## config.mk

```make
export PLATFORM = sky130hd
export DESIGN_NAME = slice_accumulator
export DESIGN_NICKNAME = d
export VERILOG_FILES = /design/src/rtl/slice_accumulator.sv
export SDC_FILE = /design/constraint.sdc
export NUM_CORES = 1
export LEC_CHECK = 0
export CORE_ASPECT_RATIO = 1.4
export CORE_UTILIZATION = 55
export CTS_CLUSTER_SIZE = 40
export DETAILED_ROUTE_END_ITERATION = 16
export PLACE_DENSITY = 0.85
export SLEW_MARGIN = 5
export SYNTH_ARGS = -nofsm -noshare
export SYNTH_HDL_FRONTEND = slang
export SYNTH_SLANG_ARGS = --single-unit
```

## constraint.sdc

```tcl
create_clock -name clk -period 4.95 [get_ports clk]
set_input_delay 0.7425 -clock clk [delete_from_list [all_inputs] [get_ports clk]]
set_output_delay 0.7425 -clock clk [all_outputs]
set_load 0.03 [all_outputs]
```

## src/rtl/slice_accumulator.sv

```systemverilog
// Slices a captured wide word LSB-first onto a valid/ready stream and sums the slices.
// Define SLICE_ACC_SIGNED_EN to sign-extend slices into a two's-complement sum.
module slice_accumulator #(
  parameter int WIDTH = 64,
  parameter int SLICE = 8
) (
  input  logic                                     clk,
  input  logic                                     rst_n,
  input  logic                                     flush,
  input  logic                                     in_valid,
  output logic                                     in_ready,
  input  logic [WIDTH-1:0]                         in_word,
  input  logic [$clog2(WIDTH/SLICE):0]             in_count,
  output logic                                     out_valid,
  input  logic                                     out_ready,
  output logic [SLICE-1:0]                         out_slice,
  output logic [$clog2(WIDTH/SLICE)-1:0]           out_index,
  output logic                                     out_last,
  output logic                                     sum_valid,
  output logic [SLICE+$clog2(WIDTH/SLICE)-1:0]     sum
);
  localparam int N    = WIDTH / SLICE;
  localparam int IW   = $clog2(N);
  localparam int CW   = IW + 1;
  localparam int SUMW = SLICE + IW;

  localparam logic [1:0] IDLE = 2'd0;
  localparam logic [1:0] EMIT = 2'd1;
  localparam logic [1:0] SUM  = 2'd2;

  logic [1:0]               state;
  logic [WIDTH-1:0]         word_q;
  logic [CW-1:0]            count_q;
  logic [IW-1:0]            idx;
  logic [SUMW-1:0]          acc, sum_q, slice_ext;
  logic [N-1:0][SLICE-1:0]  slices;
  logic [CW-1:0]            eff_count;
  logic                     emit;

  // packed view of the word: slices[idx] is word_q[SLICE*idx +: SLICE]
  assign slices    = word_q;
  assign emit      = (state == EMIT);
  assign in_ready  = (state == IDLE);
  assign out_valid = emit;
  assign out_slice = emit ? slices[idx] : '0;
  assign out_index = emit ? idx : '0;
  assign out_last  = emit && (CW'(idx) == count_q - CW'(1));
  assign eff_count = (in_count == '0 || in_count > CW'(N)) ? CW'(N) : in_count;

`ifdef SLICE_ACC_SIGNED_EN
  assign slice_ext = {{(SUMW-SLICE){out_slice[SLICE-1]}}, out_slice};
`else
  assign slice_ext = {{(SUMW-SLICE){1'b0}}, out_slice};
`endif

  // The SUM cycle presents the fresh total; a flush in that cycle suppresses it.
  assign sum_valid = (state == SUM) && !flush;
  assign sum       = sum_valid ? acc : sum_q;

  always_ff @(posedge clk or negedge rst_n) begin
    if (!rst_n) begin
      state   <= IDLE;
      word_q  <= '0;
      count_q <= '0;
      idx     <= '0;
      acc     <= '0;
      sum_q   <= '0;
    end else if (flush && state != IDLE) begin
      state <= IDLE;
    end else begin
      case (state)
        IDLE: if (in_valid) begin
          word_q  <= in_word;
          count_q <= eff_count;
          idx     <= '0;
          acc     <= '0;
          state   <= EMIT;
        end
        EMIT: if (out_ready) begin
          acc <= acc + slice_ext;
          if (out_last) state <= SUM;
          else          idx   <= idx + IW'(1);
        end
        SUM: begin
          sum_q <= acc;
          state <= IDLE;
        end
        default: state <= IDLE;
      endcase
    end
  end
endmodule

```

==> Yosys cells after proc, flatten, opt, wreduce, memory -nomap -nowiden <==
Cells that the tools add are included.
{ "word_totals": {"input_bits": 73, "reg_bits": 95, "out_inout_bits": 26, "word_cells": 53} }
{ "op_classes": {"reduce_logical": 14, "bitwise_logic": 1, "magnitude_cmp": 2, "n_addsub": 3, "eq_ne": 9, "n_mux": 18} }
{ "op_table": {"columns": ["op", "count"], "rows": [
  ["11-bit two-way mux", 3],
  ["8-bit binary-select mux with 3-bit select", 1],
  ["11-bit case mux with 2 select lines", 1],
  ["8-bit two-way mux", 2],
  ["3-bit two-way mux", 4],
  ["11-bit by 8-bit adder with 11-bit output", 1],
  ["3-bit by 2-bit != test with 1-bit output, second input constant", 3],
  ["2-bit two-way mux", 4],
  ["2-bit != test, second input constant", 3],
  ["3-bit case mux with 2 select lines", 1],
  ["3-bit AND reduction", 2],
  ["5-bit AND reduction", 1],
  ["3-bit by 4-bit equality test with 1-bit output", 1],
  ["4-bit > comparator, second input constant", 1],
  ["4-bit logical NOT", 1],
  ["3-bit by 4-bit < comparator with 1-bit output, second input constant", 1],
  ["4-bit two-way mux", 1],
  ["2-bit case mux with 2 select lines", 1],
  ["4-bit AND reduction", 1],
  ["2-bit nonzero test", 2],
  ["4-bit by 1-bit subtractor with 4-bit output, second input constant", 1],
  ["3-bit by 1-bit adder with 3-bit output, second input constant", 1],
  ["1-bit logical AND", 3],
  ["2-bit by 1-bit equality test with 1-bit output, second input constant", 1],
  ["other kinds (6)", 6]
]} }

==> Depth between registers and ports, before layout <==
Gate-level depths: netlist of the first run.
{ "logic_depth": {"word_depth": 7, "mapped_depth": 12, "mapped_depth_nobuf": 10} }

==> Least setup slack after synthesis of the first run <==
No wires, ideal clock.
{ "synth_timing": {"path_kind": "reg-to-reg", "from": "reg idx[0]", "to": "reg acc[8]", "path_buffers": 1, "stages_incl_launch_ff": 12, "slack_ns": 1.880, "setup_ns": 0.126, "arrival_time_ns": 2.944, "cell_sequence": "dfrtp_1 buf_2 mux4_2 mux2i_1 nor2_1 ha_1 fa_1 a21o_1 a221oi_2 o211ai_1 o41a_1 o311a_1"} }
{ "synth_between": {"elab_chain_cells": 6} }
{ "synth_lines": {"columns": ["element", "line", "rtl"], "rows": [
  ["start: declaration", "34", "logic [IW-1:0] idx;"],
  ["start signal: assignment", "82", "else idx <= idx + IW'(1);"],
  ["8-bit binary-select mux with 3-bit select", "45", "assign out_slice = emit ? slices[idx] : '0;"],
  ["8-bit two-way mux (not written as such)", "45", null],
  ["8-bit two-way mux", "45", null],
  ["via out_slice[0]", "16", "output logic [SLICE-1:0] out_slice,"],
  ["11-bit by 8-bit adder with 11-bit output", "80", "acc <= acc + slice_ext;"],
  ["11-bit two-way mux", "79", "EMIT: if (out_ready) begin"],
  ["11-bit case mux with 2 select lines", "71", "case (state)"],
  ["end signal: assignment", "80", null],
  ["end: declaration", "35", "logic [SUMW-1:0] acc, sum_q, slice_ext;"]
]} }
The timed path passes the listed nets, and every way through them passes these cells. The select of a mux whose other input is x is not followed.
A chain may end at the register's enable or synchronous reset.

==> Worst setup path in the final report of the first run <==
{ "layout_timing": {"from": "reg idx[0]", "to": "out out_slice[2]"} }
{ "layout_between": {"elab_chain_cells": 3} }
{ "layout_lines": {"columns": ["element", "line"], "rows": [
  ["8-bit binary-select mux with 3-bit select", "45"],
  ["8-bit two-way mux (not written as such)", "45"],
  ["8-bit two-way mux", "45"],
  ["end: declaration", "16"]
]} }
Every way passes these cells. The select of a mux whose other input is x is not followed.

==> flow_summary.json, run 1 <==
{
  "run_status": "completed",
  "timing.reg2reg.worst_path_depth": 10,
  "io_pins": 99,
  "detailed_routing_iteration_count_for_the_pre_antenna_repair_pass": 4,
  "dominantRegCellSynth": "sky130_fd_sc_hd__dfrtp_1",
  "detailed_placement_wirelength_estimate_mm": 7.986,
  "fp.dieArea_um2": 8991,
  "drc": 0,
  "final.fill_count": 605,
  "worst_r2r_startpoint": "idx[0]",
  "netSwitchingPower_w": 0.0009063,
  "whs_ps": 361.9,
  "capture_point_of_the_worst_reg_to_reg_path": "acc[8]",
  "dr.first_iter.drc_count": 199,
  "insertion_delay_ps": 340,
  "leakage_nw": 2.907,
  "postCtsSetupBuffers": 0,
  "netlist_top_cells_count": "sky130_fd_sc_hd__nand2_1, sky130_fd_sc_hd__dfrtp_1, sky130_fd_sc_hd__mux2_2, sky130_fd_sc_hd__nor2_1, sky130_fd_sc_hd__mux4_2",
  "rsz0062_at_grt": "no",
  "timing.final.hold_violations": 0,
  "cts_inserted_buffers": 9,
  "cts_tree": "done",
  "skew_ps": 5.178,
  "synthesis.area_um2": 4736,
  "slowest_delay_ps": 860,
  "share_comb_of_total_power_pct": 33.3,
  "global_route.overflow_total": 0,
  "post_synth_main_area_contributors": "sky130_fd_sc_hd__dfrtp_1, sky130_fd_sc_hd__nand2_1, sky130_fd_sc_hd__mux4_2",
  "synth_area_leader_cell": "sky130_fd_sc_hd__dfrtp_1",
  "cts_h_tree_depth": 3,
  "worst_path_required_time_ps": 4210,
  "yosys_warnings": 0,
  "grt_pass1_wl_mm": 18.30,
  "cts_buffer_depth": 2,
  "cts_resized": 0,
  "min_period_ps": 3761,
  "final.setup.tns_ps": 0,
  "yosysUniqueCellTypes": 48,
  "cts.clk_slew.worst_paths_ps": 60,
  "layout-area-overhead-vs-synth_pct": 26.92,
  "rows": 39,
  "die_y_um": 111.8,
  "die-width_um": 80.43,
  "routed_wirelength_mm": 11.04,
  "slew_headroom_pct": 20.02,
  "clock_tree.root_cell": "sky130_fd_sc_hd__clkbuf_16",
  "floorplan.initialDensity_pct": 57.43,
  "internal_cell_power_w": 0.001693,
  "port_buffers": 98,
  "endpoint_kind": "output port",
  "vias_per_cell": 5.622,
  "track_usage_pct": 27.44,
  "max-vdd-ir-drop_v": 0.0002822,
  "timing.critical_path.cells": "buf_4 -> mux4_2 -> mux2i_1 -> nor2_1 -> clkdlybuf4s50_1",
  "synth_seq_area_share_pct": 50.20,
  "routed_wire_length_per_instance_um": 16.36,
  "number_of_vias_after_detailed_routing": 3795,
  "setup_viol": 0,
  "critical_path.startpoint_type": "flip-flop",
  "hold_buf_count_cts": 0,
  "switching_share_pct": 34.86,
  "final_max_slew_viol_count": 0,
  "share_seq_of_total_power_pct": 43.1,
  "net_count_reported_at_finish": 653,
  "core_um2": 8247,
  "clkPwrFrac_pct": 23.6,
  "criticalPathCategory": "reg2out",
  "timing.fmax_mhz": 265.9,
  "place_congestion": 0.8935,
  "postSynth.asyncResetShare_pct": 100.0,
  "max-cap-violations": 0,
  "grt_max_degree": 76,
  "postSynthCellCount": 481,
  "n_antenna_cell": 0,
  "synth.top_cell.area_share_pct": 50.20,
  "detail-route-antenna-nets": 0,
  "number_of_register_bits_inferred_by_synthesis": 95,
  "synth_most_common_cell": "sky130_fd_sc_hd__nand2_1",
  "number_of_antenna_violations_at_the_first_check_in_global_routing": 0,
  "critical_path_peak_fanout": 13,
  "syn_nets": 565,
  "number_of_global_route_vias_before_repair": 3894,
  "cp.arrival_ps": 3020,
  "synth_enable_flop_cells": 0,
  "worst_slew_pin_slew_ps": 1196,
  "share_of_the_cycle_needed_by_the_critical_path_after_routing_pct": 75.98,
  "powerDensity_nw_per_um2": 432.5,
  "post-route-cell-area_um2": 6011,
  "drive_gt1_share_pct": 11.69,
  "clock_sink_count": 95,
  "postPlaceCellArea_um2": 5754,
  "avgSynthCellArea_um2": 9.846,
  "hold_path.class": "in2async",
  "critical-path-slowest-cell": "sky130_fd_sc_hd__dfrtp_1",
  "r2r_slack_ps": 1310
}
-- per-layer routing --
metal	global-route usage, %	up-vias	wire length, µm
met5	0	-	0
met4	15.24	0	460
met2	46.89	142	6007
li1	-	1780	-
met3	5.082	37	496
met1	31.82	1836	4079
-- per-stage QoR --
stage          power, W  util (%)  std cells  setup WS, ps
5_1_grt        0.002743     72.89        675         994.2
3_5_place_dp   0.001992     69.78        660          1378
2_1_floorplan  0.001681         -        481          1880
4_1_cts        0.002609     72.89        675          1146
3_3_place_gp   0.001932     69.78        660          1485
6_report       0.002600     72.89        675          1189
-- sequential cells by signal (all words and copies together), names as in the netlist --
name	flops
sum_q	11
slices	64
state	2
acc	11
count_q	4
idx	3
-- worst max-delay path: cells and delay by family, from the launching register on --
kind                   cells  cell delay (ps)
buffers and inverters      2              970
AND/OR/NAND/NOR            1               90
flip-flops                 1              860
multiplexers               2              740
-- worst max-delay path by stage --
stage,start,end,slack (ps)
2_1_floorplan,idx[0],acc[8],1880
3_3_place_gp,idx[0],acc[10],1490
3_5_place_dp,idx[0],acc[8],1380
4_1_cts,idx[0],out_slice[2],1150
5_1_grt,idx[0],out_slice[2],990
6_report,idx[0],out_slice[2],1190
-- cells by family (layout without fill, tap and decap cells) --
kind of cell | Yosys count | in the layout | share of synthesized area (%)
and+or+nand+nor | 252 | 252 | 21.77
DFF | 95 | 95 | 50.20
muxes | 49 | 49 | 15.17
AOI/OAI and AO/OA | 36 | 36 | 5.363
buffers and inverters | 30 | 122 | 2.959
adders and majority gates | 11 | 11 | 3.065
xor gates and xnor gates | 8 | 8 | 1.480
-- cells in the final DEF, fill, tap and decap left out, types with 2 or more instances in the layout --
cell / n
sky130_fd_sc_hd__a21o_1: 3
sky130_fd_sc_hd__a21oi_1: 7
sky130_fd_sc_hd__a32o_1: 2
sky130_fd_sc_hd__and2_1: 3
sky130_fd_sc_hd__and3_1: 2
sky130_fd_sc_hd__buf_4: 5
sky130_fd_sc_hd__clkbuf_1: 2
sky130_fd_sc_hd__clkbuf_16: 9
sky130_fd_sc_hd__clkdlybuf4s50_1: 97
sky130_fd_sc_hd__clkinv_2: 3
sky130_fd_sc_hd__dfrtp_1: 95
sky130_fd_sc_hd__ha_1: 10
sky130_fd_sc_hd__inv_1: 5
sky130_fd_sc_hd__mux2_2: 22
sky130_fd_sc_hd__mux2i_1: 11
sky130_fd_sc_hd__mux4_2: 16
sky130_fd_sc_hd__nand2_1: 210
sky130_fd_sc_hd__nand3b_1: 3
sky130_fd_sc_hd__nor2_1: 18
sky130_fd_sc_hd__nor3_1: 3
sky130_fd_sc_hd__o211ai_1: 2
sky130_fd_sc_hd__o21ai_0: 10
sky130_fd_sc_hd__xnor2_1: 3
sky130_fd_sc_hd__xor2_1: 5
-- layout make-up --
type                    count  area, µm²  share of cell area (%)
clock inverters             4      23.77                  0.3955
repair buffers            102       1008                   16.78
well taps                 102      127.6                   2.123
flip-flops and latches     95       2377                   39.55
multi-input cells         356       2222                   36.97
clock buffers              11      232.7                   3.872
inverters                   5      18.77                  0.3122
-- power by group through the flow --
stage / Clock (W) / Sequential (W) / Combinational [W]
floorplan: 0 / 0.00105 / 0.000636
global placement: 0 / 0.00111 / 0.000822
detailed placement: 0 / 0.00113 / 0.000864
CTS: 0.000623 / 0.00112 / 0.000869
global route: 0.000654 / 0.00114 / 0.000948
finish: 0.000614 / 0.00112 / 0.000866
Note: power is estimated with default switching activity, not from simulation.
==> run 2, diff against run 1 <==
- CORE_UTILIZATION: 55 -> 51
- PLACE_DENSITY: 0.85 -> 0.8
- clock period: 4.95 -> 3.8 ns (I/O delays scaled with it)
==> run 2 against run 1 <==
Cell area grew 1.4%. Cell count grew 1.2%. Die area grew 7.7%. Sequential power grew 29%. Routed wire length shrank 0.65%. Global-route usage shrank 2.9 points. Critical endpoint is now out_slice[3]. Worst setup slack lost 770 ps. Sequential share of layout area shrank 0.54 points. Clock power grew 58%. Hold slack gained 4.3 ps.
==> flow_summary.json, run 2 (synthesis gave the netlist of run 1 again) <==
{
  "run_status": "completed",
  "die_y_um": 116.0,
  "vias_per_cell": 5.404,
  "global_route.overflow_total": 0,
  "seqCellArea_um2": 2377,
  "cts_h_tree_depth": 3,
  "share_of_the_cycle_needed_by_the_critical_path_after_routing_pct": 89.10,
  "floorplan.initialDensity_pct": 52.45,
  "max-vdd-ir-drop_v": 0.0002915,
  "criticalPathCategory": "reg2out",
  "rsz0062_at_grt": "no",
  "detailed_routing_iteration_count_for_the_pre_antenna_repair_pass": 4,
  "grt_max_degree": 78,
  "postCtsSetupBuffers": 0,
  "totalPowerFinal_w": 0.003556,
  "drive_gt1_share_pct": 12.85,
  "number_of_vias_after_detailed_routing": 3691,
  "cts.clk_slew.worst_paths_ps": 70,
  "routed_wirelength_mm": 10.97,
  "critical_path.startpoint_type": "flip-flop",
  "dr.first_iter.drc_count": 187,
  "hold_buf_count_cts": 0,
  "slew_headroom_pct": 20.98,
  "drc": 0,
  "number_of_global_route_vias_before_repair": 3777,
  "powerDensity_nw_per_um2": 583.6,
  "number_of_antenna_violations_at_the_first_check_in_global_routing": 0,
  "io_pins": 99,
  "final.setup.tns_ps": 0,
  "multiInputGateArea_um2": 2222,
  "final_max_slew_viol_count": 0,
  "detailed_placement_wirelength_estimate_mm": 8.139,
  "worst_r2r_startpoint": "idx[0]",
  "routed_wire_length_per_instance_um": 16.06,
  "timing.final.hold_violations": 0,
  "n_antenna_cell": 0,
  "worst_setup_path_startpoint": "idx[0]",
  "worst_path_required_time_ps": 3230,
  "core_um2": 9029,
  "track_usage_pct": 24.57,
  "critical_path_peak_fanout": 12,
  "layout_setup_ws_ps": 414.3,
  "die-width_um": 83.44,
  "hold_path.class": "in2async",
  "skew_ps": 5.673,
  "cts_tree": "done",
  "clock_tree.root_cell": "sky130_fd_sc_hd__clkbuf_16",
  "grt_pass1_wl_mm": 18.51,
  "setup_viol": 0,
  "clock_sink_count": 95,
  "port_buffers": 98,
  "place_congestion": 0.8443,
  "cts_resized": 0,
  "fp.dieArea_um2": 9680,
  "max-cap-violations": 0,
  "leakage_nw": 2.955,
  "cts_inserted_buffers": 9,
  "layout_common_cells": "sky130_fd_sc_hd__nand2_1, sky130_fd_sc_hd__dfrtp_1, sky130_fd_sc_hd__clkdlybuf4s50_1, sky130_fd_sc_hd__mux2_2, sky130_fd_sc_hd__nor2_1",
  "largest_register_ff_count": 64,
  "rows": 41,
  "layout.cells.most_common": "sky130_fd_sc_hd__nand2_1",
  "detail-route-antenna-nets": 0,
  "worst_slew_pin_slew_ps": 1181,
  "insertion_delay_ps": 340,
  "endpoint_kind": "output port",
  "layout-area-overhead-vs-synth_pct": 28.67,
  "cp.arrival_ps": 2820,
  "min_period_ps": 3386,
  "cts_buffer_depth": 2,
  "timing.fmax_mhz": 295.4,
  "net_count_reported_at_finish": 655,
  "final.fill_count": 721,
  "pre_cts_ws_ps": 472.7
}
-- run 2: per-layer routing --
metal	track usage (%)	routed length, µm	up-vias	share of wire [%]
li1	-	-	1786	-
met1	28.92	4336	1789	40
met2	44.86	5878	90	54
met3	3.561	390	26	3.6
met4	11.07	366	0	3.3
met5	0	0	-	0
-- run 2: worst paths after layout --
| kind | cells after the start | to | slack, ps |
|---|---|---|---|
| max in group asynchronous | 2 | slices[32] | 2590 |
| hold / removal | 1 | count_q[1] | 370 |
| min in group clk | 2 | slices[45] | 480 |
| setup / recovery | 5 | out_slice[3] | 410 |
| setup reg to reg | 10 | acc[10] | 470 |
| hold reg to reg | 2 | slices[45] | 480 |
-- run 2: report_power, final --
group          internal [W]  total, W  switching, W
Sequential          0.00124   0.00145      0.000211
Clock              0.000592  0.000969      0.000377
Combinational      0.000530   0.00113      0.000603
Total               0.00236   0.00356       0.00119
-- run 2: worst max-delay path: stages, from the launching register on --
cell and delay, ps:
sky130_fd_sc_hd__dfrtp_1 730, sky130_fd_sc_hd__buf_4 300, sky130_fd_sc_hd__mux4_2 520, sky130_fd_sc_hd__mux2i_1 180, sky130_fd_sc_hd__nor2_1 80, sky130_fd_sc_hd__clkdlybuf4s50_1 650
-- run 2: cell type report --
| cell class | count | area share, % |
|---|---|---|
| sequential | 95 | 39.01 |
| inverter | 5 | 0.3080 |
| clock buffer | 10 | 3.922 |
| multi-input combinational | 356 | 36.47 |
| timing repair buffer | 104 | 16.71 |
| clock inverter | 6 | 1.376 |
| tap | 107 | 2.197 |
-- run 2: stage by stage --
step	cell area (µm²)	utilization, %	instances	hold slack (ps)
global route	6093	67.49	683	474.6
finish	6093	67.49	683	366.2
floorplan	4736	-	481	274.4
CTS	6093	67.49	683	424.9
detailed placement	5771	63.91	667	462.5
global placement	5771	63.91	667	455.4
